### src/rtl/tlb_refill_pkg.sv
// Shared definitions for the TLB refill page-table walker: default geometry,
// PTE field positions, walker state encoding and the PTE address helper.
package tlb_refill_pkg;

    localparam int OFFSET_DEF         = 12;
    localparam int PHYS_ADDR_SIZE_DEF = 20;
    localparam int TIMEOUT_CYCLES_DEF = 255;
    localparam int PTE_VALID_BIT      = 0;

    typedef enum logic [2:0] {
        ST_IDLE  = 3'd0,
        ST_REQ   = 3'd1,
        ST_WAIT  = 3'd2,
        ST_DRAIN = 3'd3,
        ST_WRITE = 3'd4,
        ST_FAULT = 3'd5
    } state_t;

    // Byte address of a 4-byte PTE; the sum wraps modulo 2^32.
    function automatic logic [31:0] pte_addr(input logic [31:0] base, input logic [31:0] vpn_word);
        return base + (vpn_word << 2);
    endfunction

endpackage

### src/rtl/tlb_refill.sv
// Single-level hardware page-table walker servicing TLB misses.
// Optional watchdog (timeout_o) enabled by defining TLB_REFILL_TIMEOUT_EN.
module tlb_refill
    import tlb_refill_pkg::*;
#(
    parameter int OFFSET         = OFFSET_DEF,
    parameter int PHYS_ADDR_SIZE = PHYS_ADDR_SIZE_DEF,
    parameter int TIMEOUT_CYCLES = TIMEOUT_CYCLES_DEF
) (
    input  logic                clk_i,
    input  logic                rst_n_i,
    input  logic                miss_i,
    input  logic [31:0]         miss_vaddr_i,
    input  logic [31:0]         ptbr_i,
    input  logic                flush_i,
    output logic                mem_req_o,
    output logic [31:0]         mem_addr_o,
    input  logic                mem_gnt_i,
    input  logic                mem_rvalid_i,
    input  logic [31:0]         mem_rdata_i,
    output logic [31-OFFSET:0]  w_virtual_page_o,
    output logic [31-OFFSET:0]  w_phys_page_o,
    output logic                write_enable_o,
    output logic                busy_o,
    output logic                fault_o,
`ifdef TLB_REFILL_TIMEOUT_EN
    output logic                timeout_o,
`endif
    output logic [31:0]         fault_vaddr_o
);

    localparam int VPN_W = 32 - OFFSET;
    localparam int PPN_W = PHYS_ADDR_SIZE - OFFSET;

    state_t             state_r;
    state_t             state_s;
    logic [31:0]        vaddr_r;
    logic               tmo_s;
    logic               tmo_fault_s;
    logic               drain_pend_s;

    logic               mem_req_r;
    logic [31:0]        mem_addr_r;
    logic [VPN_W-1:0]   w_vp_r;
    logic [VPN_W-1:0]   w_pp_r;
    logic               we_r;
    logic               busy_r;
    logic               fault_r;
    logic [31:0]        fault_vaddr_r;
    logic               unused_s;

    // Next-state decode; flush during an accepted request must still drain the response.
    always_comb begin
        state_s     = state_r;
        tmo_fault_s = 1'b0;
        case (state_r)
            ST_IDLE: begin
                if (miss_i && !flush_i) state_s = ST_REQ;
                else                    state_s = ST_IDLE;
            end
            ST_REQ: begin
                if (mem_gnt_i) begin
                    if (flush_i) state_s = ST_DRAIN;
                    else         state_s = ST_WAIT;
                end else if (flush_i) begin
                    state_s = ST_IDLE;
                end else if (tmo_s) begin
                    state_s     = ST_FAULT;
                    tmo_fault_s = 1'b1;
                end else begin
                    state_s = ST_REQ;
                end
            end
            ST_WAIT: begin
                if (mem_rvalid_i) begin
                    if (flush_i)                        state_s = ST_IDLE;
                    else if (mem_rdata_i[PTE_VALID_BIT]) state_s = ST_WRITE;
                    else                                state_s = ST_FAULT;
                end else if (flush_i) begin
                    state_s = ST_DRAIN;
                end else if (tmo_s) begin
                    state_s     = ST_FAULT;
                    tmo_fault_s = 1'b1;
                end else begin
                    state_s = ST_WAIT;
                end
            end
            ST_DRAIN: begin
                if (mem_rvalid_i) state_s = ST_IDLE;
                else              state_s = ST_DRAIN;
            end
            ST_WRITE: state_s = ST_IDLE;
            ST_FAULT: begin
                if (drain_pend_s) state_s = ST_DRAIN;
                else              state_s = ST_IDLE;
            end
            default: state_s = ST_IDLE;
        endcase
    end

    // State register.
    always_ff @(posedge clk_i or negedge rst_n_i) begin
        if (!rst_n_i) state_r <= ST_IDLE;
        else          state_r <= state_s;
    end

    // Latch the missing address when a walk starts.
    always_ff @(posedge clk_i or negedge rst_n_i) begin
        if (!rst_n_i)                                   vaddr_r <= 32'h0;
        else if (state_r == ST_IDLE && state_s == ST_REQ) vaddr_r <= miss_vaddr_i;
        else                                            vaddr_r <= vaddr_r;
    end

    // Outputs registered from the next state so they line up with the state they describe.
    always_ff @(posedge clk_i or negedge rst_n_i) begin
        if (!rst_n_i) begin
            mem_req_r     <= 1'b0;
            mem_addr_r    <= 32'h0;
            w_vp_r        <= {VPN_W{1'b0}};
            w_pp_r        <= {VPN_W{1'b0}};
            we_r          <= 1'b0;
            busy_r        <= 1'b0;
            fault_r       <= 1'b0;
            fault_vaddr_r <= 32'h0;
        end else begin
            mem_req_r <= (state_s == ST_REQ);
            busy_r    <= (state_s != ST_IDLE);
            we_r      <= (state_s == ST_WRITE);
            fault_r   <= (state_s == ST_FAULT);
            if (state_r == ST_IDLE && state_s == ST_REQ)
                mem_addr_r <= pte_addr(ptbr_i, {{OFFSET{1'b0}}, miss_vaddr_i[31:OFFSET]});
            else if (state_s != ST_REQ)
                mem_addr_r <= 32'h0;
            else
                mem_addr_r <= mem_addr_r;
            if (state_s == ST_WRITE) begin
                w_vp_r <= vaddr_r[31:OFFSET];
                w_pp_r <= {{(VPN_W-PPN_W){1'b0}}, mem_rdata_i[PHYS_ADDR_SIZE-1:OFFSET]};
            end else begin
                w_vp_r <= {VPN_W{1'b0}};
                w_pp_r <= {VPN_W{1'b0}};
            end
            if (state_s == ST_FAULT) fault_vaddr_r <= vaddr_r;
            else                     fault_vaddr_r <= fault_vaddr_r;
        end
    end

`ifdef TLB_REFILL_TIMEOUT_EN
    localparam int CNT_W = ($clog2(TIMEOUT_CYCLES + 1) > 8) ? $clog2(TIMEOUT_CYCLES + 1) : 8;

    logic [CNT_W-1:0] cnt_r;
    logic             drain_pend_r;
    logic             timeout_r;

    assign tmo_s        = ((state_r == ST_REQ) || (state_r == ST_WAIT)) &&
                          (cnt_r == CNT_W'(TIMEOUT_CYCLES));
    assign drain_pend_s = drain_pend_r;

    // Watchdog: cleared on entry to REQ, counts while a request or response is outstanding.
    always_ff @(posedge clk_i or negedge rst_n_i) begin
        if (!rst_n_i) begin
            cnt_r        <= {CNT_W{1'b0}};
            drain_pend_r <= 1'b0;
            timeout_r    <= 1'b0;
        end else begin
            if (state_r != ST_REQ && state_s == ST_REQ)
                cnt_r <= {CNT_W{1'b0}};
            else if (state_r == ST_REQ || state_r == ST_WAIT)
                cnt_r <= cnt_r + {{(CNT_W-1){1'b0}}, 1'b1};
            else
                cnt_r <= cnt_r;
            // A granted request still owes a response after a WAIT timeout.
            if (tmo_fault_s && state_r == ST_WAIT) drain_pend_r <= 1'b1;
            else if (state_r == ST_FAULT)          drain_pend_r <= 1'b0;
            else                                   drain_pend_r <= drain_pend_r;
            timeout_r <= tmo_fault_s;
        end
    end

    assign timeout_o = timeout_r;
`else
    assign tmo_s        = 1'b0;
    assign drain_pend_s = 1'b0;
`endif

    assign unused_s = ^{mem_rdata_i[31:PHYS_ADDR_SIZE], mem_rdata_i[OFFSET-1:1], tmo_fault_s,
                        (TIMEOUT_CYCLES > 0)};

    assign mem_req_o        = mem_req_r;
    assign mem_addr_o       = mem_addr_r;
    assign w_virtual_page_o = w_vp_r;
    assign w_phys_page_o    = w_pp_r;
    assign write_enable_o   = we_r;
    assign busy_o           = busy_r;
    assign fault_o          = fault_r;
    assign fault_vaddr_o    = fault_vaddr_r;

endmodule

### config.mk
export PLATFORM = sky130hd
export DESIGN_NAME = tlb_refill
export DESIGN_NICKNAME = d
export VERILOG_FILES = /design/src/rtl/tlb_refill_pkg.sv /design/src/rtl/tlb_refill.sv
export SDC_FILE = /design/constraint.sdc
export NUM_CORES = 1
export LEC_CHECK = 0
export ABC_AREA = 0
export BUFFER_PORTS_ARGS = -buffer_cell sky130_fd_sc_hd__buf_2
export CAP_MARGIN = 20
export CORE_ASPECT_RATIO = 0.6
export CORE_MARGIN = 3
export CORE_UTILIZATION = 23
export DETAILED_ROUTE_END_ITERATION = 7
export PLACE_DENSITY = 0.41
export SLEW_MARGIN = 20
export SYNTH_ARGS = -nofsm -noshare
export SYNTH_HDL_FRONTEND = slang
export SYNTH_SLANG_ARGS = --single-unit
### constraint.sdc
create_clock -name clk_i -period 3.2 [get_ports clk_i]
set_clock_uncertainty 0.1 [all_clocks]
set_input_delay 0.16 -clock clk_i [delete_from_list [all_inputs] [get_ports clk_i]]
set_output_delay 0.16 -clock clk_i [all_outputs]
set_load 0.05 [all_outputs]
=== After elaboration in Yosys (flattened, before gate mapping) ===
Cells that the tools add are included.

* Add/sub/neg operators: 1
* Muxes and demuxes: 13
* Reductions and logical operators: 6
* Equality and inequality tests: 7

{| class="wikitable"
|+ Operators with widths
! operator !! count
|-
| 32-bit two-way mux || 2
|-
| 32-bit by 22-bit adder with 32-bit output || 1
|-
| 20-bit two-way mux || 1
|-
| 3-bit case mux with 4 select lines || 1
|-
| 3-bit two-way mux || 3
|-
| 8-bit two-way mux || 1
|-
| 3-bit by 1-bit == test with 1-bit output (second input constant) || 2
|-
| 3-bit by 2-bit == test with 1-bit output (second input constant) || 2
|-
| 3-bit == test (second input constant) || 2
|-
| 1-bit two-way mux || 4
|-
| 3-bit zero test || 1
|-
| 3-bit by 1-bit inequality test with 1-bit output (second input constant) || 1
|-
| 3-bit nonzero test || 1
|-
| 1-bit logical AND || 2
|-
| 2-bit two-way mux || 1
|-
| 2-bit nonzero test || 1
|-
| 1-bit zero test || 1
|}

* Output and inout port bits: 108
* Bits of input ports: 102
* Register bits after elaboration: 143

=== Depth between registers and ports, before layout ===
* Depth in word-level cells: 7
* Depth in mapped cells: 10
* Mapped depth without buffers: 10

=== Worst setup path before layout ===
OpenSTA, ideal clock, no wires.

* Path kind: input to register
* From: in miss_vaddr_i[12]
* To: reg mem_addr_r[26] (netlist: mem_addr_o[26])
* Slack: 0.861 ns
* Buffers on the path: 0
* Required time: 3.031 ns
* Stages: 10
* Arrival: 2.170 ns
* Path through: ha_1 > inv_1 > fa_1 > nand2b_1 > a21oi_2 > nor4_1 > o31ai_2 > o22ai_2 > or4_1 > nand3_1

* Word-level cells in the longest chain between the ends: 2

{| class="wikitable"
|+ Ends and longest elaborated chain
! what !! line !! RTL
|-
| start: declaration || tlb_refill.sv:13 || <nowiki>input logic [31:0] miss_vaddr_i,</nowiki>
|-
| 32-bit by 22-bit adder with 32-bit output || tlb_refill_pkg.sv:21 || <nowiki>return base + (vpn_word << 2);</nowiki>
|-
| 32-bit two-way mux || tlb_refill.sv:130 || <nowiki>if (state_r == ST_IDLE && state_s == ST_REQ)</nowiki>
|-
| end signal: assignment || tlb_refill.sv:131 || <nowiki>mem_addr_r <= pte_addr(ptbr_i, {{OFFSET{1'b0}}, miss_vaddr_i[31:OFFSET]});</nowiki>
|-
| end signal: assignment || tlb_refill.sv:135 || <nowiki>mem_addr_r <= mem_addr_r;</nowiki>
|-
| end: declaration || tlb_refill.sv:43 || <nowiki>logic [31:0] mem_addr_r;</nowiki>
|}

Every way passes these cells.
A chain may end at the register's enable or synchronous reset.

=== Final worst setup path ===
Ends and elaborated chain as after synthesis.

==> flow_metrics.py <==
metrics = {
    "status": {
        "status": "finished, final reports clean",
    },
    "floorplan": {
        "rows": 45,
        "die_x_um": 216.6,
        "die_h_um": 132.4,
        "io_pins": 210,
        "die_area_um2": 28670,
        "initial_core_util": 0.2379,
        "core_area_um2": 25730,
    },
    "drt": {
        "wirelength_mm": 19.63,
        "wl_per_cell_um": 16.55,
        "via_per_inst": 4.242,
        "dr.pass1.iters": 4,
        "routed-via-count": 5031,
        "postRouteAntennaNets": 0,
        "drt_iter0_markers": 238,
        "route.detailed.drc": 0,
    },
    "timing": {
        "rsz0062_at_grt": "false",
        "maxSlewHeadroom": 0.5851,
        "tns_ns": 0,
        "slew_violations": 0,
        "setup_viol": 0,
        "tightest_slew_ns": 0.6223,
        "finalCritPeriodShare": 0.9100,
        "holdWs_ns": 0.05269,
        "fmax_mhz": 343.4,
        "finalHoldViolCount": 0,
        "min_period_ns": 2.912,
    },
    "global_routing": {
        "antenna_found_initial": 2,
        "track_usage": 0.1405,
        "busiest_layer": "met1",
        "met3_usage": 0.04790,
        "grt-ovfl-total": 0,
        "grtUsageMet1": 0.2058,
        "grt_pass1_vias": 5119,
        "grt_util_met2": 0.1965,
        "grt_first_pass_wirelength_mm": 30.58,
        "grt_max_degree": 57,
    },
    "finish": {
        "fin_nets": 944,
        "drive_gt1_frac": 0.3133,
        "area_delta_synth_final_pct": 39.41,
    },
    "worst_setup_path": {
        "required_ns": 3.46,
        "cpPeakStageDelay_ns": 0.52,
        "path_cells": "dlygate4sd3_1 > buf_2 > ha_1 > inv_1 > fa_1 > nand2b_1 > a21oi_2 > nor4_1 > o31ai_2 > o22ai_2 > or4_1 > nand3_1",
        "crit_type": "input pin to register",
        "crit_path_start_kind": "input pin",
        "crit_slowest_cell": "dlygate4sd3_1",
        "end_kind": "register",
        "arrival_ns": 3.17,
        "critPathMaxFanout": 4,
    },
    "power": {
        "clock_power_share": 0.284,
        "p_sw_frac": 0.4110,
        "peakVddDrop_v": 0.0003035,
        "netSwitchingPower_mw": 2.794,
        "p_int_mw": 4.003,
        "power.combinational.fraction": 0.361,
        "p_leak_nw": 4.364,
        "seq_power_share": 0.355,
        "pwr_density_cell_nw_per_um2": 796.5,
    },
    "clock_tree": {
        "clk_pin_slew_worst_paths_ns": 0.06,
        "cts_setup_buffers": 0,
        "cts_buffer_depth": 2,
        "htree_num_levels": 4,
        "insertion_delay_ns": 0.43,
        "cts_resized": 0,
        "tritoncts": "built",
        "cts_num_sinks": 131,
        "cts_buffers": 17,
        "cts_root_buf": "clkbuf_16",
    },
    "synth": {
        "synth_cells": 585,
        "synth_top_area_cell": "dfrtp_1",
        "yosysWarnings": 0,
        "synth_area_leaders": "dfrtp_1, nand2_1, mux2_2, ha_1, and2_1",
        "ys_seq_area_frac": 0.5356,
        "syn_area_um2": 6121,
        "synth_edf_count": 0,
        "yosysTopAreaCellShare": 0.5356,
        "yosys.cell_count.top_type": "nand2_1",
        "synth_cell_type_count": 59,
        "synth_area_per_cell_um2": 10.46,
        "synth_ff_type": "dfrtp_1",
        "ys_seq_elements": 131,
        "synth_common_cells": "nand2_1, dfrtp_1, o21ai_0",
        "synthArstFlopShare": 1.000,
    },
    "min_path": {
        "worstHoldPathType": "input pin to register",
    },
    "placed_design": {
        "dp_hpwl_mm": 14.37,
        "io_buffers": 174,
        "place_congestion": 0.7917,
    },
    "job": {
        "maxCapViolCount": 0,
    },
}
-- cell families after synthesis --
group	Yosys count	synth area share
simple gates	230	0.1805
compound gates	103	0.1108
other cells	1	0.0006127
mux	34	0.06235
fa+ha+maj	21	0.04415
flops	131	0.5356
xor+xnor	20	0.02862
buf+inv	45	0.03741
-- worst max-delay path: cells and delay by family --
kind                     cells  cell delay [ns]
buffers and inverters        3             0.68
adder cells (fa/ha/maj)      2             0.54
AND/OR/NAND/NOR              4             0.89
AO/OA/AOI/OAI                3             0.90
-- timing repair --
item                       4_1_cts  5_1_grt
hold buffers                    56        0
setup endpoints to repair        0        0
hold endpoints to repair       108        0
-- cell type report --
type / instances / area (um2)
fillers: 2707 / 17200
flip-flops and latches: 131 / 3278
multi-input cells: 420 / 2666
repair buffers: 241 / 1533
clock buffers: 19 / 442.9
well taps: 352 / 440.4
clock inverters: 12 / 132.6
inverters: 10 / 37.54
diodes: 1 / 2.502
-- power groups by stage --
stage	logic [mW]	registers (mW)	clock network, mW
after CTS	2.49	2.42	2.00
after floorplan	0.786	3.37	0
final	2.46	2.41	1.93
after global routing	2.63	2.49	2.08
after global placement	2.42	2.45	0
after detailed placement	2.43	2.44	0
-- placed cells by master (no fill, tap or decap), types with 3 or more instances in the layout --
cell type      synthesis  layout
clkbuf_16              0      17
buf_2                  7     173
nor4_1                 4       4
conb_1                 1      12
ha_1                  20      20
and2_1                31      31
nor3_1                 4       3
inv_1                 10      10
nand3_1               10      10
clkinv_4               0       3
xor2_1                12      12
nand3b_1               3       3
a32o_1                 5       5
a31oi_1                3       3
nor2_1                13      13
a22o_1                 4       4
o21ai_0               37      37
mux2_2                33      33
dlygate4sd3_1          0      56
nor2b_1                3       3
buf_4                 13      10
clkinv_2               0       3
nand4_1                4       4
and4_1                 4       4
dfrtp_1              131     131
a211o_1                4       4
a21o_1                 5       5
nand2b_1               5       5
nand2_1              133     133
a21oi_1               23      23
clkinvlp_4             0       3
or3_1                  3       3
and3_1                 3       3
xnor2_1                8       8
-- worst paths after layout --
path / start / endpoint / slack, ns / cells after the start
setup / recovery: miss_vaddr_i[12] / mem_addr_o[26]$_DFFE_PN0P_ / 0.29 / 12
hold / removal: ptbr_i[25] / mem_addr_o[25]$_DFFE_PN0P_ / 0.05 / 3
setup reg to reg: state_r[2]$_DFF_PN0_ / mem_addr_o[9]$_DFFE_PN0P_ / 0.97 / 4
hold reg to reg: vaddr_r[6]$_DFFE_PN0P_ / vaddr_r[6]$_DFFE_PN0P_ / 0.37 / 2
max in group asynchronous: rst_n_i / fault_vaddr_o[13]$_DFFE_PN0P_ / 1.91 / 3
min in group asynchronous: rst_n_i / w_phys_page_o[2]$_DFF_PN0_ / 0.15 / 2
-- layer usage --
metal	wire, um	share of wire
met2	8132	0.41
met1	10170	0.52
met3	1133	0.058
met4	186	0.0095
met5	12	0.00061
-- registers in the layout, indices dropped and copies added, names as in the netlist, 3 cells and up --
register          cells
fault_vaddr_o        32
mem_addr_o           32
state_r               3
vaddr_r              32
w_phys_page_o         8
w_virtual_page_o     20
-- metrics by stage --
step	worst slack [ns]	cells	power, mW	utilization	area, um2
after global placement	0.4768	1098	4.867	0.2874	7395
final	0.2879	1186	6.797	0.3316	8533
after detailed placement	0.3750	1098	4.873	0.2874	7395
after CTS	0.3086	1185	6.912	0.3315	8531
after floorplan	0.8605	596	4.152	-	6162
after global routing	0.1153	1186	7.197	0.3316	8533
Note: power is estimated with default switching activity, not from simulation.
